--- config.mk ---
export PLATFORM = sky130hd
export DESIGN_NAME = imem_loader
export DESIGN_NICKNAME = d
export VERILOG_FILES = /design/src/rtl/imem_pkg.sv /design/src/rtl/imem_word_packer.sv /design/src/rtl/imem_loader.sv
export SDC_FILE = /design/constraint.sdc
export NUM_CORES = 1
export LEC_CHECK = 0
export ABC_AREA = 1
export CORE_UTILIZATION = 54
export DETAILED_ROUTE_END_ITERATION = 12
export PLACE_DENSITY_LB_ADDON = 0.15
export SLEW_MARGIN = 20
export SYNTH_ARGS = -nofsm -noshare
export SYNTH_HDL_FRONTEND = slang
export SYNTH_SLANG_ARGS = --single-unit
--- constraint.sdc ---
create_clock -name clk -period 1.7 [get_ports clk]
set_input_delay 0.34 -clock clk [delete_from_list [all_inputs] [get_ports clk]]
set_output_delay 0.34 -clock clk [all_outputs]
set_load 0.01 [all_outputs]
--- src/rtl/imem_pkg.sv ---
// Shared definitions for the boot-time instruction memory loader:
// FSM state encoding, stream framing constants and the header range check.
package imem_pkg;

    typedef enum logic [2:0] {
        ST_IDLE = 3'd0,
        ST_HDR  = 3'd1,
        ST_DATA = 3'd2,
        ST_CSUM = 3'd3,
        ST_DONE = 3'd4,
        ST_ERR  = 3'd5
    } state_e;

    localparam int ROM_SIZE_DEFAULT = 128;
    localparam int HDR_BYTES        = 2;
    localparam int WORD_BYTES       = 4;

    // A header is usable only if it names between one word and the whole ROM.
    function automatic logic hdr_ok(input logic [15:0] n, input int unsigned rom_size);
        return (n != 16'd0) && ({16'd0, n} <= rom_size);
    endfunction

endpackage

--- src/rtl/imem_word_packer.sv ---
// Collects four stream bytes into one little-endian 32-bit word and flags
// the cycle in which the fourth byte arrives.
module imem_word_packer
    import imem_pkg::*;
(
    input  logic        clk,
    input  logic        reset,
    input  logic        clear,
    input  logic        byte_valid,
    input  logic [7:0]  byte_data,
    output logic        word_valid,
    output logic [31:0] word
);

    localparam logic [1:0] LAST_BYTE_IDX = 2'(WORD_BYTES - 1);

    logic [1:0]  cnt_r;
    logic [31:0] shift_r;

    // Bytes enter at the top and shift down, so byte k ends in bits [8k+7:8k].
    assign word       = {byte_data, shift_r[31:8]};
    assign word_valid = byte_valid && (cnt_r == LAST_BYTE_IDX);

    // Byte counter and assembly register, restarted at the beginning of each load.
    always_ff @(posedge clk) begin
        if (reset || clear) begin
            cnt_r   <= 2'd0;
            shift_r <= 32'd0;
        end else if (byte_valid) begin
            cnt_r   <= cnt_r + 2'd1;
            shift_r <= {byte_data, shift_r[31:8]};
        end
    end

endmodule

--- src/rtl/imem_loader.sv ---
// Boot loader: fills the instruction memory from a framed byte stream and
// keeps the core held in reset until a checksum-verified image is present.
module imem_loader
    import imem_pkg::*;
#(
    parameter int ROM_SIZE = ROM_SIZE_DEFAULT,
    parameter int ADDR_W   = $clog2(ROM_SIZE)
) (
    input  logic              clk,
    input  logic              reset,
    input  logic              start,
    input  logic              rx_valid,
    input  logic [7:0]        rx_data,
    output logic              rx_ready,
    output logic              mem_we,
    output logic [ADDR_W-1:0] mem_addr,
    output logic [31:0]       mem_wdata,
    output logic              core_hold,
    output logic              done,
    output logic              error
);

    localparam logic [ADDR_W:0] ONE_W = {{ADDR_W{1'b0}}, 1'b1};

    state_e            state_r;
    state_e            state_next_s;
    logic              rx_ready_s;
    logic              clear_s;
    logic              accept_s;
    logic              data_byte_s;
    logic              word_valid_s;
    logic [31:0]       word_s;
    logic [15:0]       hdr_n_s;
    logic              last_word_s;

    logic              hdr_cnt_r;
    logic [7:0]        hdr_lo_r;
    logic [ADDR_W:0]   n_r;
    logic [ADDR_W:0]   word_idx_r;
    logic [7:0]        csum_r;
    logic              mem_we_r;
    logic [ADDR_W-1:0] mem_addr_r;
    logic [31:0]       mem_wdata_r;
    logic              core_hold_r;
    logic              done_r;
    logic              error_r;

    assign accept_s    = rx_valid && rx_ready_s;
    assign data_byte_s = rx_valid && (state_r == ST_DATA);
    assign hdr_n_s     = {rx_data, hdr_lo_r};
    assign last_word_s = ((word_idx_r + ONE_W) == n_r);

    assign rx_ready  = rx_ready_s;
    assign mem_we    = mem_we_r;
    assign mem_addr  = mem_addr_r;
    assign mem_wdata = mem_wdata_r;
    assign core_hold = core_hold_r;
    assign done      = done_r;
    assign error     = error_r;

    imem_word_packer u_packer (
        .clk        (clk),
        .reset      (reset),
        .clear      (clear_s),
        .byte_valid (data_byte_s),
        .byte_data  (rx_data),
        .word_valid (word_valid_s),
        .word       (word_s)
    );

    // Next-state decode; start only takes effect from a resting state.
    always_comb begin
        state_next_s = state_r;
        rx_ready_s   = 1'b0;
        clear_s      = 1'b0;
        case (state_r)
            ST_IDLE, ST_DONE, ST_ERR: begin
                if (start) begin
                    state_next_s = ST_HDR;
                    clear_s      = 1'b1;
                end else begin
                    state_next_s = state_r;
                end
            end
            ST_HDR: begin
                rx_ready_s = 1'b1;
                if (rx_valid && hdr_cnt_r) begin
                    if (hdr_ok(hdr_n_s, ROM_SIZE)) begin
                        state_next_s = ST_DATA;
                    end else begin
                        state_next_s = ST_ERR;
                    end
                end else begin
                    state_next_s = ST_HDR;
                end
            end
            ST_DATA: begin
                rx_ready_s = 1'b1;
                if (word_valid_s && last_word_s) begin
                    state_next_s = ST_CSUM;
                end else begin
                    state_next_s = ST_DATA;
                end
            end
            ST_CSUM: begin
                rx_ready_s = 1'b1;
                if (rx_valid) begin
                    if (rx_data == csum_r) begin
                        state_next_s = ST_DONE;
                    end else begin
                        state_next_s = ST_ERR;
                    end
                end else begin
                    state_next_s = ST_CSUM;
                end
            end
            default: begin
                state_next_s = ST_IDLE;
            end
        endcase
    end

    // State register with the status levels registered from the next state.
    always_ff @(posedge clk) begin
        if (reset) begin
            state_r     <= ST_IDLE;
            core_hold_r <= 1'b1;
            done_r      <= 1'b0;
            error_r     <= 1'b0;
        end else begin
            state_r     <= state_next_s;
            core_hold_r <= (state_next_s != ST_DONE);
            done_r      <= (state_next_s == ST_DONE);
            error_r     <= (state_next_s == ST_ERR);
        end
    end

    // Header capture, running checksum, word counter and memory write port.
    always_ff @(posedge clk) begin
        if (reset) begin
            hdr_cnt_r   <= 1'b0;
            hdr_lo_r    <= 8'd0;
            n_r         <= '0;
            word_idx_r  <= '0;
            csum_r      <= 8'd0;
            mem_we_r    <= 1'b0;
            mem_addr_r  <= '0;
            mem_wdata_r <= 32'd0;
        end else begin
            mem_we_r <= word_valid_s;
            if (clear_s) begin
                hdr_cnt_r  <= 1'b0;
                n_r        <= '0;
                word_idx_r <= '0;
                csum_r     <= 8'd0;
            end else begin
                if (accept_s && (state_r != ST_CSUM)) begin
                    csum_r <= csum_r ^ rx_data;
                end
                if (accept_s && (state_r == ST_HDR)) begin
                    hdr_cnt_r <= 1'b1;
                    if (hdr_cnt_r) begin
                        n_r <= hdr_n_s[ADDR_W:0];
                    end else begin
                        hdr_lo_r <= rx_data;
                    end
                end
                if (word_valid_s) begin
                    mem_addr_r  <= word_idx_r[ADDR_W-1:0];
                    mem_wdata_r <= word_s;
                    word_idx_r  <= word_idx_r + ONE_W;
                end
            end
        end
    end

endmodule
== Word level (Yosys, flattened, before mapping) ==
Index checks and enable logic that the tools add are counted.
Storage, ports and cells
  bits in registers: 113
  input bits: 12
  output and inout bits: 44
  word-level logic and storage cells: 59
Cells by class
  $add $sub $neg: 2
  $lt $le $gt $ge: 1
  equal/unequal tests: 12
  muxes and demuxes: 10
  bitwise operators: 3
  reductions and logical operators: 17
Operators by type and width (count)
  equality test 8 bit: 2
  <= comparator 16 x 8 -> 1 bit, second input constant: 1
  nonzero test 16 bit: 1
  equality test 3 bit, second input constant: 4
  2-to-1 mux 3 bit: 4
  case mux 3 bit (4 select lines): 1
  adder 8 x 1 -> 8 bit, second input constant: 1
  logical AND 1 bit: 8
  bitwise XOR 8 bit: 1
  equality test 3 x 2 -> 1 bit, second input constant: 2
  OR reduction 3 bit: 2
  2-to-1 mux 1 bit: 5
  AND reduction 2 bit: 2
  equality test 3 x 1 -> 1 bit, second input constant: 1
  zero test 3 bit: 1
  != test 3 x 2 -> 1 bit, second input constant: 1
  != test 3 bit, second input constant: 1
  AND reduction 3 bit: 1
  adder 2 x 1 -> 2 bit, second input constant: 1
  equality test 2 bit, second input constant: 1
  inverter 1 bit: 2
  OR reduction 2 bit: 1
  logical OR 1 bit: 1

== Longest topological paths before layout ==
Gate-level depths: netlist of run 1.
  word-level depth: 7
  gate-level depth with buffers: 12

== Modules after synthesis ==
Synthesis of run 1 repeated with hierarchy kept, for this count alone.
Second synthesis, totals
  cell total of the unflattened synthesis: 654
  area total of the unflattened synthesis: 4531.8 µm²
By module, submodules not included
  imem_loader: times used 1, cells each 479, area an instance 3369.5 µm², sequential area each 1581.5 µm²
  imem_word_packer: times used 1, cells each 175, area an instance 1162.4 µm², sequential area each 520.5 µm²

== Worst setup path before layout of run 1 ==
No wires, ideal clock.
  path type: register to register
  start point: reg word_idx_r[0]
  end point: reg done_r (netlist: done)
  library setup time: 114 ps
  arrival time: 1341 ps
  data required time: 1586 ps
  path slack: 245 ps
  cell stages (with the launch flop): 11
  buffers on the path: 0
  cell sequence: dfxtp_1 > ha_1 > nand2_1 > nor2_2 > nand3_1 > nand2_1 > nor2_1 > nor2_1 > nand3_2 > nand2_1 > nor2_1
Between the ends
  word-level cells in the longest chain between the ends: 6
RTL lines
  start: declaration: line imem_loader.sv:39  | logic [ADDR_W:0] word_idx_r;
  start signal: assignment: line imem_loader.sv:171  | word_idx_r <= word_idx_r + ONE_W;
  adder 8 x 1 -> 8 bit: line imem_loader.sv:51  | assign last_word_s = ((word_idx_r + ONE_W) == n_r);
  equality test 8 bit: line imem_loader.sv:51
  logical AND 1 bit: line imem_loader.sv:99  | if (word_valid_s && last_word_s) begin
  2-to-1 mux 1 bit: line imem_loader.sv:99
  case mux 3 bit (4 select lines): line imem_loader.sv:76  | case (state_r)
  equality test 3 bit: line imem_loader.sv:133  | done_r <= (state_next_s == ST_DONE);
  end signal: assignment: line imem_loader.sv:133
  end: declaration: line imem_loader.sv:45  | logic done_r;
Every way passes these cells.
A chain may end at the register's enable or synchronous reset.

== Final worst setup path of run 1 ==
  start point: reg state_r[2]
  end point: out rx_ready
Between the ends
  word-level cells in the longest chain between the ends: 3
  elaborated cells between the ends (all ways): 5
RTL lines
  start: declaration: line imem_loader.sv:25  | state_e state_r;
  start signal: assignment: line imem_loader.sv:131  | state_r <= state_next_s;
  equality test 3 x 2 -> 1 bit / equality test 3 x 1 -> 1 bit (equally long branches): line imem_loader.sv:76
  OR reduction 3 bit (no source line) (*)
  2-to-1 mux 1 bit (*): line imem_loader.sv:76
  end: declaration: line imem_loader.sv:14  | output logic rx_ready,
Every way passes the cells marked *; elsewhere a longest branch is shown, timed or not.

==> impl_metrics.tcl, run 1 <==
set metrics [dict create \
    max-slew-margin-rel_pct 75.33 \
    grt_usage_pct 24.68 \
    peakVddDrop_uv 515.2 \
    reg2reg_from "state_r[2]" \
    hold_path_class "register to register" \
    min_to "u_packer.shift_r[14]" \
    multi_input_area_um2 1805 \
    start_util_pct 56.92 \
    slew_viol_final 0 \
    first_pass_iters 5 \
    timing.final.hold_violations 0 \
    r2r_slack_ps 130 \
    place.gp.congestion 0.8643 \
    ff_latch_area_um2 2105 \
    final_util_pct 72.00 \
    slowest_stage "dfxtp_2" \
    period_share_pct 97.28 \
    drv_cap 0 \
    synth_commonest_cells "nand2_1, dfxtp_1, nor2_1, a21oi_1, o21ai_0" \
    cp_cell_sequence "inv_2 > nand2_1 > nand2_2 > dlygate4sd2_1" \
    drc 0 \
    worstPathMaxFanout 4 \
    synth_top_area_share_pct 49.85 \
    async_flop_share_pct 0 \
    clock_skew_ps 6.598 \
    syn-num-nets 587 \
    r2r-end "word_idx_r[2]" \
    die_area_um2 8166 \
    grt_max_degree 44 \
    grt_pass1_wl_mm 16.49 \
    grt_pass1_vias 3664 \
    cts_tree "built" \
    nFillCells 629 \
    finalHoldWorstSlack_ps 477.8 \
    drt_wl_total_mm 9.558 \
    holdPathStages 2 \
    netlist_area_um2 4217 \
    dp_hpwl_mm 6.865 \
    final_cells 760 \
    total_power_mw 4.429 \
    ant_nets 0 \
    ctsHoldBuffers 0 \
    timing.fmax_ghz 0.6047 \
    rsz0062_at_grt "yes" \
    power_density_nw_per_um2 830.4 \
    synth_edf_count 0 \
    area_growth_pct 26.50 \
    htree_num_levels 3 \
    clock_latency_ps 370 \
    ys_types 24 \
    drt_iter0_drc 228 \
    synth_most_common_cell "nand2_1" \
    num_io_pins 56 \
    grt_antenna_before_repair 0 \
    cts-root-buf "clkbuf_8" \
    n_antenna_cell 0 \
    nets 670 \
    clock_path_buffers 2 \
    path_class "register to primary output" \
    worst_setup_path_start_kind "register" \
    synth.area.top_cells "dfxtp_1, nand2_1, a21oi_1" \
    synthCells 573 \
    ys_ff_latch 105 \
    core_area_um2 7408 \
    ys_warn_count 0 \
    status "complete, no violations" \
    fin_crit_ps 1654 \
    synth_area_leader_cell "dfxtp_1" \
    arrival_ps 1310 \
    worst_pin_slew_ps 370.1 \
    path_clk_slew_ps 100 \
    grt-ovfl-total 0 \
    p_leak_nw 2.242 \
    dp.cells 744 \
    wl_per_cell_um 12.58 \
    rows 31 \
    port_buffers 55 \
    cts_inserted_buffers 9 \
    ys.flop_type "dfxtp_1" \
    cp-end-kind "primary output" \
    clock-sinks 105 \
    min_from "u_packer.shift_r[14]" \
    setup_tns_ps 0 \
    die_x_um 90.37 \
    finalSetupViolCount 0 \
    viasPerCell 5.172 \
    reg2reg_depth 7 \
    required_ps 1360 \
    syn_area_per_cell_um2 7.359 \
    fp.dieH_um 90.37 \
    via_count 3931 \
    yosysSeqAreaShare_pct 49.85 \
    slowest_delay_ps 370 \
    drive_above_1_share_pct 12.25 \
]
timing repair:
action | CTS | global route
buffers inserted | 0 | 0
setup endpoints to repair | 1 | 24
gates resized for setup | 2 | 4
layout by cell type (no fill, tap or decap), types with 3 or more instances in the layout:
cell type          n
nand2_1          114
dfxtp_1          103
nor2_1            80
a21oi_1           71
o21ai_0           68
clkdlybuf4s50_1   54
buf_4             42
inv_1             41
nand3_1           30
clkbuf_8           9
inv_2              6
a211oi_1           5
nor2_2             4
xor2_1             4
inv_6              4
nand2_2            3
nor2_4             3
a31oi_1            3
how the worst max path moves through the flow:
stage | startpoint | to | cells after the start
floorplan | word_idx_r[0] | done | 10
detailed placement | rx_data[2] | core_hold | 11
global route | state_r[2] | word_idx_r[4] | 7
CTS | state_r[2] | rx_ready | 4
global placement | rx_data[2] | core_hold | 11
finish | state_r[2] | rx_ready | 4
layer usage:
layer  share of wire [%]  track usage (%)  routed length (um)
met4                 1.9            6.855                 180
met3                 4.0            5.976                 384
met1                  46            31.16                4403
met5                   0                0                   0
met2                  48            41.98                4590
kinds of logic after synthesis:
group	Yosys count	share of synthesized area, %
flip-flops	105	49.85
buffers and inverters	76	7.567
XOR/XNOR	5	1.039
AND/OR/NAND/NOR	236	22.82
adder cells (fa/ha/maj)	2	0.5934
AO/OA/AOI/OAI	149	18.13
state kept, by name, summed over array words and instances, names as in the netlist:
register and cells:
word_idx_r 8, u_packer.shift_r 24, mem_addr 7, n_r 8, done 1, u_packer.cnt_r 2, mem_we 1, mem_wdata 32
csum_r 8, hdr_cnt_r 1, core_hold 1, error 1, hdr_lo_r 8, state_r 3
report_power, final:
part | leakage (nW) | switching [mW] | total (mW) | internal [mW]
registers | 0.848 | 0.0184 | 2.50 | 2.49
clock network | 0.103 | 0.911 | 1.62 | 0.713
logic | 1.29 | 0.174 | 0.302 | 0.127
total | 2.24 | 1.10 | 4.43 | 3.33
metrics by stage:
stage               setup slack (ps)  instance area, um^2
floorplan                      245.1                 4217
global placement              -130.5                 5116
detailed placement            -170.0                 5116
CTS                            15.02                 5324
global route                  -42.42                 5334
finish                         46.30                 5334
critical path: cells and delay by family, from the launching register on:
kind	cells	cell delay, ps
buffers and inverters	2	350
AND/OR/NAND/NOR	2	220
flip-flops	1	370
area by class of cell:
cell class | instances | area share [%]
clock buffers | 9 | 2.322
clock inverters | 7 | 1.572
inverters | 49 | 3.519
multi-input cells | 392 | 33.85
flip-flops and latches | 105 | 39.46
well taps | 99 | 2.322
repair buffers | 99 | 16.96
(Power assumes the default switching activity.)
==> run 2: changes to the inputs <==
Settings changed: TNS_END_PERCENT set to 1.
==> impl_metrics.tcl, run 2 (synthesis gave the netlist of run 1 again) <==
set metrics [dict create \
    status "complete, no violations" \
    dp.cells 744 \
    viasPerCell 5.167 \
    layout_common_cells "nand2_1, dfxtp_1, nor2_1" \
    postPlaceCellArea_um2 5116 \
    clock_latency_ps 370 \
    drt_iter0_drc 256 \
    max-slew-margin-rel_pct 75.19 \
    cts_tree "built" \
    nets 670 \
    multi_input_area_um2 1805 \
    reg2reg_depth 7 \
    min_from "u_packer.shift_r[14]" \
    worst_pin_slew_ps 372.1 \
    cts_inserted_buffers 9 \
    nFillCells 629 \
    die_area_um2 8166 \
    total_power_mw 4.431 \
    power_density_nw_per_um2 830.7 \
    first_pass_iters 5 \
    intPower_mw 3.325 \
    dp_hpwl_mm 6.865 \
    place.gp.congestion 0.8643 \
    core_area_um2 7408 \
    fin_crit_ps 1652 \
    p_leak_nw 2.242 \
    htree_num_levels 3 \
    switching_share_pct 24.95 \
    use_met2_pct 41.98 \
    r2r_slack_ps 130 \
    area_growth_pct 26.50 \
    drc 0 \
    place_ws_ps -170.0 \
    power_frac_seq_pct 56.5 \
    slowest_delay_ps 370 \
    wl_per_cell_um 12.58 \
    grt_pass1_wl_mm 16.49 \
    drt_wl_total_mm 9.563 \
    setup_tns_ps 0 \
    finalHoldWorstSlack_ps 476.7 \
    clock-sinks 105 \
    rsz0062_at_grt "yes" \
    worst_setup_path_start_kind "register" \
    arrival_ps 1310 \
    post_cts_buffers 0 \
    slowest_stage "dfxtp_2" \
    grt_max_degree 44 \
    grt-ovfl-total 0 \
    final_cells 760 \
    r2r-end "n_r[3]" \
    cp-end-kind "primary output" \
    holdPathStages 2 \
    postLayoutCellArea_um2 5334 \
    rows 31 \
    fp.dieH_um 90.37 \
    finalSetupViolCount 0 \
    comb_power_share_pct 6.8 \
    num_io_pins 56 \
    ant_nets 0 \
    timing.fmax_ghz 0.6052 \
    grt_pass1_vias 3664 \
    port_buffers 55 \
    drive_above_1_share_pct 12.25 \
    start_util_pct 56.92 \
    clockPowerShare_pct 36.7 \
    use_met1_pct 31.16 \
    ff_latch_area_um2 2105 \
    largest_reg_flops 32 \
    die_x_um 90.37 \
    cts-root-buf "clkbuf_8" \
    final_util_pct 72.00 \
    slew_viol_final 0 \
    top_usage_layer "met2" \
    peakVddDrop_uv 515.2 \
    period_share_pct 97.20 \
    worstPathMaxFanout 4 \
    clock_skew_ps 6.451 \
    min_to "u_packer.shift_r[14]" \
    clock_path_buffers 2 \
    n_antenna_cell 0 \
    required_ps 1360 \
    grt_antenna_before_repair 0 \
    cp_cell_sequence "inv_2 > nand2_1 > nand2_2 > dlygate4sd2_1" \
    power_switching_mw 1.106 \
    setup_ws_ps 47.62 \
    groute.layer.met3.usage_pct 5.976 \
    timing.final.hold_violations 0 \
    drv_cap 0 \
    grt_usage_pct 24.68 \
    reg2reg_from "state_r[2]" \
    via_count 3927 \
    path_clk_slew_ps 100 \
    final_common_cell "nand2_1" \
    hold_path_class "register to register" \
    path_class "register to primary output" \
]
-- run 2: area by class of cell --
cell class	instances	share of cell area, %
Clock buffer	9	2.322
Clock inverter	7	1.572
Inverter	49	3.519
Multi-Input combinational cell	392	33.85
Sequential cell	105	39.46
Tap cell	99	2.322
Timing Repair Buffer	99	16.96
-- run 2: worst max path at each step --
stage	from	endpoint	depth (start not counted)
5_1_grt	state_r[2]	word_idx_r[4]	7
6_report	state_r[2]	rx_ready	4
3_5_place_dp	rx_data[2]	core_hold	11
3_3_place_gp	rx_data[2]	core_hold	11
4_1_cts	state_r[2]	rx_ready	4
2_1_floorplan	word_idx_r[0]	done	10
-- run 2: worst max-delay path, delay by kind of cell, from the launching register on --
| family | cells | cell delay [ps] |
|---|---|---|
| buffers and inverters | 2 | 350 |
| DFF | 1 | 370 |
| and+or+nand+nor | 2 | 220 |
-- run 2: timing repair --
item	4_1_cts	5_1_grt
resized for setup	2	4
hold buffers	0	0
endpoints found under the setup margin	1	24
-- run 2: layer usage --
layer,up-vias,share of wire [%]
li1,2023,-
met1,1795,46
met2,92,48
met3,17,4.2
met4,0,1.9
met5,-,0
-- run 2: power groups by stage --
stage                     Clock, mW  Sequential (mW)  Combinational, mW
after global routing           1.75             2.51              0.338
after CTS                      1.67             2.50              0.300
after global placement            0             2.56              0.293
after floorplan                   0             2.55              0.167
final                          1.63             2.50              0.302
after detailed placement          0             2.56              0.299
==> run 3: changes to the inputs <==
--- a/constraint.sdc
+++ b/constraint.sdc
@@ -3,2 +3,2 @@
 set_output_delay 0.34 -clock clk [all_outputs]
-set_load 0.01 [all_outputs]
+set_load 0.05 [all_outputs]
==> impl_metrics.tcl, run 3 (synthesis gave the netlist of run 1 again) <==
set metrics [dict create \
    status "complete, no violations" \
    worst_pin_slew_ps 383.0 \
    die_x_um 90.37 \
    place_ws_ps -195.8 \
    p_leak_nw 2.341 \
    cp_cell_sequence "inv_2 > nand2_1 > nand2_2 > buf_12" \
    drt_wl_total_mm 10.08 \
    via_count 3947 \
    fin_crit_ps 1631 \
    start_util_pct 56.92 \
    grt_antenna_before_repair 0 \
    ctsHoldBuffers 0 \
    nets 673 \
    clock_path_buffers 2 \
    core_area_um2 7408 \
    viasPerCell 5.173 \
    htree_num_levels 3 \
    r2r-end "done" \
    cts_tree "built" \
    first_pass_iters 5 \
    grt_pass1_vias 3642 \
    largest_reg_flops 32 \
    clock_skew_ps 11.40 \
    wl_per_cell_um 13.21 \
    num_io_pins 56 \
    path_clk_slew_ps 100 \
    finalSetupViolCount 0 \
    power_density_nw_per_um2 847.2 \
    finalHoldWorstSlack_ps 472.9 \
    fp.dieH_um 90.37 \
    grt_pass1_wl_mm 16.63 \
    critPathTopFamily "flip-flops" \
    dp_hpwl_mm 6.990 \
    drc 0 \
    place.gp.congestion 0.8745 \
    layout_common_cells "nand2_1, dfxtp_1, buf_4" \
    drt_iter0_drc 216 \
    holdPathStages 2 \
    period_share_pct 95.95 \
    grt_max_degree 44 \
    peakVddDrop_uv 528.7 \
    min_to "u_packer.shift_r[15]" \
    arrival_ps 1290 \
    die_area_um2 8166 \
    drive_above_1_share_pct 19.58 \
    path_buf_inv 2 \
    setup_ws_ps 68.78 \
    slowest_delay_ps 410 \
    reg2reg_from "word_idx_r[0]" \
    grt_usage_pct 25.01 \
    reg2reg_depth 10 \
    cp-end-kind "primary output" \
    total_power_mw 4.472 \
    min_from "u_packer.shift_r[15]" \
    ant_nets 0 \
    final_common_cell "nand2_1" \
    final_util_pct 71.25 \
    drv_cap 0 \
    slew_viol_final 0 \
    hold_path_class "register to register" \
    rsz0062_at_grt "yes" \
    path_class "register to primary output" \
    timing.final.hold_violations 0 \
    worst_setup_path_start_kind "register" \
    area_growth_pct 25.19 \
    clock_latency_ps 380 \
    setup_tns_ps 0 \
    slowest_stage "dfxtp_1" \
    grt-ovfl-total 0 \
    max-slew-margin-rel_pct 74.47 \
    cts_inserted_buffers 9 \
    cts-root-buf "clkbuf_8" \
    n_antenna_cell 0 \
    rows 31 \
    clock-sinks 105 \
    nFillCells 608 \
    port_buffers 55 \
    required_ps 1360 \
    r2r_slack_ps 120 \
    worstPathMaxFanout 4 \
    timing.fmax_ghz 0.6130 \
]
## run 3: cell types whose count changed in the layout (fill, tap and decap cells not counted), moves of 2 or more
cell / before / now
clkinvlp_4: 2 / 4
buf_4: 42 / 85
dfxtp_2: 2 / 0
inv_6: 4 / 2
dfxtp_1: 103 / 105
buf_6: 0 / 2
clkdlybuf4s50_1: 54 / 11
## run 3: report_power, final
group	total [mW]	internal (mW)	leakage [nW]	switching, mW
clock network	1.63	0.712	0.100	0.919
registers	2.50	2.48	0.847	0.0185
logic	0.338	0.141	1.39	0.198
## run 3: cell type report
type                       instances  area (um^2)  share of cell area [%]
clock inverter                     7        85.08                   1.612
clock buffer                       9        123.9                   2.347
tap                               99        123.9                   2.347
sequential                       105         2102                   39.82
timing repair buffer             101        830.8                   15.74
timing repair inverter             1        7.507                  0.1422
inverter                          49        187.7                   3.555
multi-input combinational        392         1818                   34.44
## run 3: repair_timing
| action | CTS | global route |
|---|---|---|
| setup endpoints to repair | 0 | 27 |
| resized for setup | 0 | 10 |
| setup buffers | 0 | 1 |
## run 3: how the worst max path moves through the flow
stage | endpoint | start | slack, ps | depth (start not counted)
floorplan | csum_r[4] | state_r[2] | 210 | 7
global placement | core_hold | rx_data[2] | -140 | 11
detailed placement | done | rx_data[3] | -200 | 11
CTS | rx_ready | state_r[2] | 30 | 4
global route | rx_ready | state_r[2] | -10 | 4
finish | rx_ready | state_r[2] | 70 | 4
## run 3: worst min-delay path: cells and delay by family (launching register included)
family,cells,cell delay (ps)
AO/OA/AOI/OAI,1,60
AND/OR/NAND/NOR,1,60
flip-flops,1,320
## run 3: per-stage QoR
| stage | instances | cell area, um^2 |
|---|---|---|
| 2_1_floorplan | 573 | 4217 |
| 3_3_place_gp | 745 | 5026 |
| 3_5_place_dp | 745 | 5026 |
| 4_1_cts | 761 | 5235 |
| 5_1_grt | 763 | 5279 |
| 6_report | 763 | 5279 |
## run 3: per-layer routing
layer / global-route usage, % / wire, um / up-vias
met5: 0 / 0 / -
met4: 7.392 / 165 / 0
met3: 5.556 / 408 / 17
met2: 43.00 / 4929 / 116
met1: 31.33 / 4577 / 1788
li1: - / - / 2026
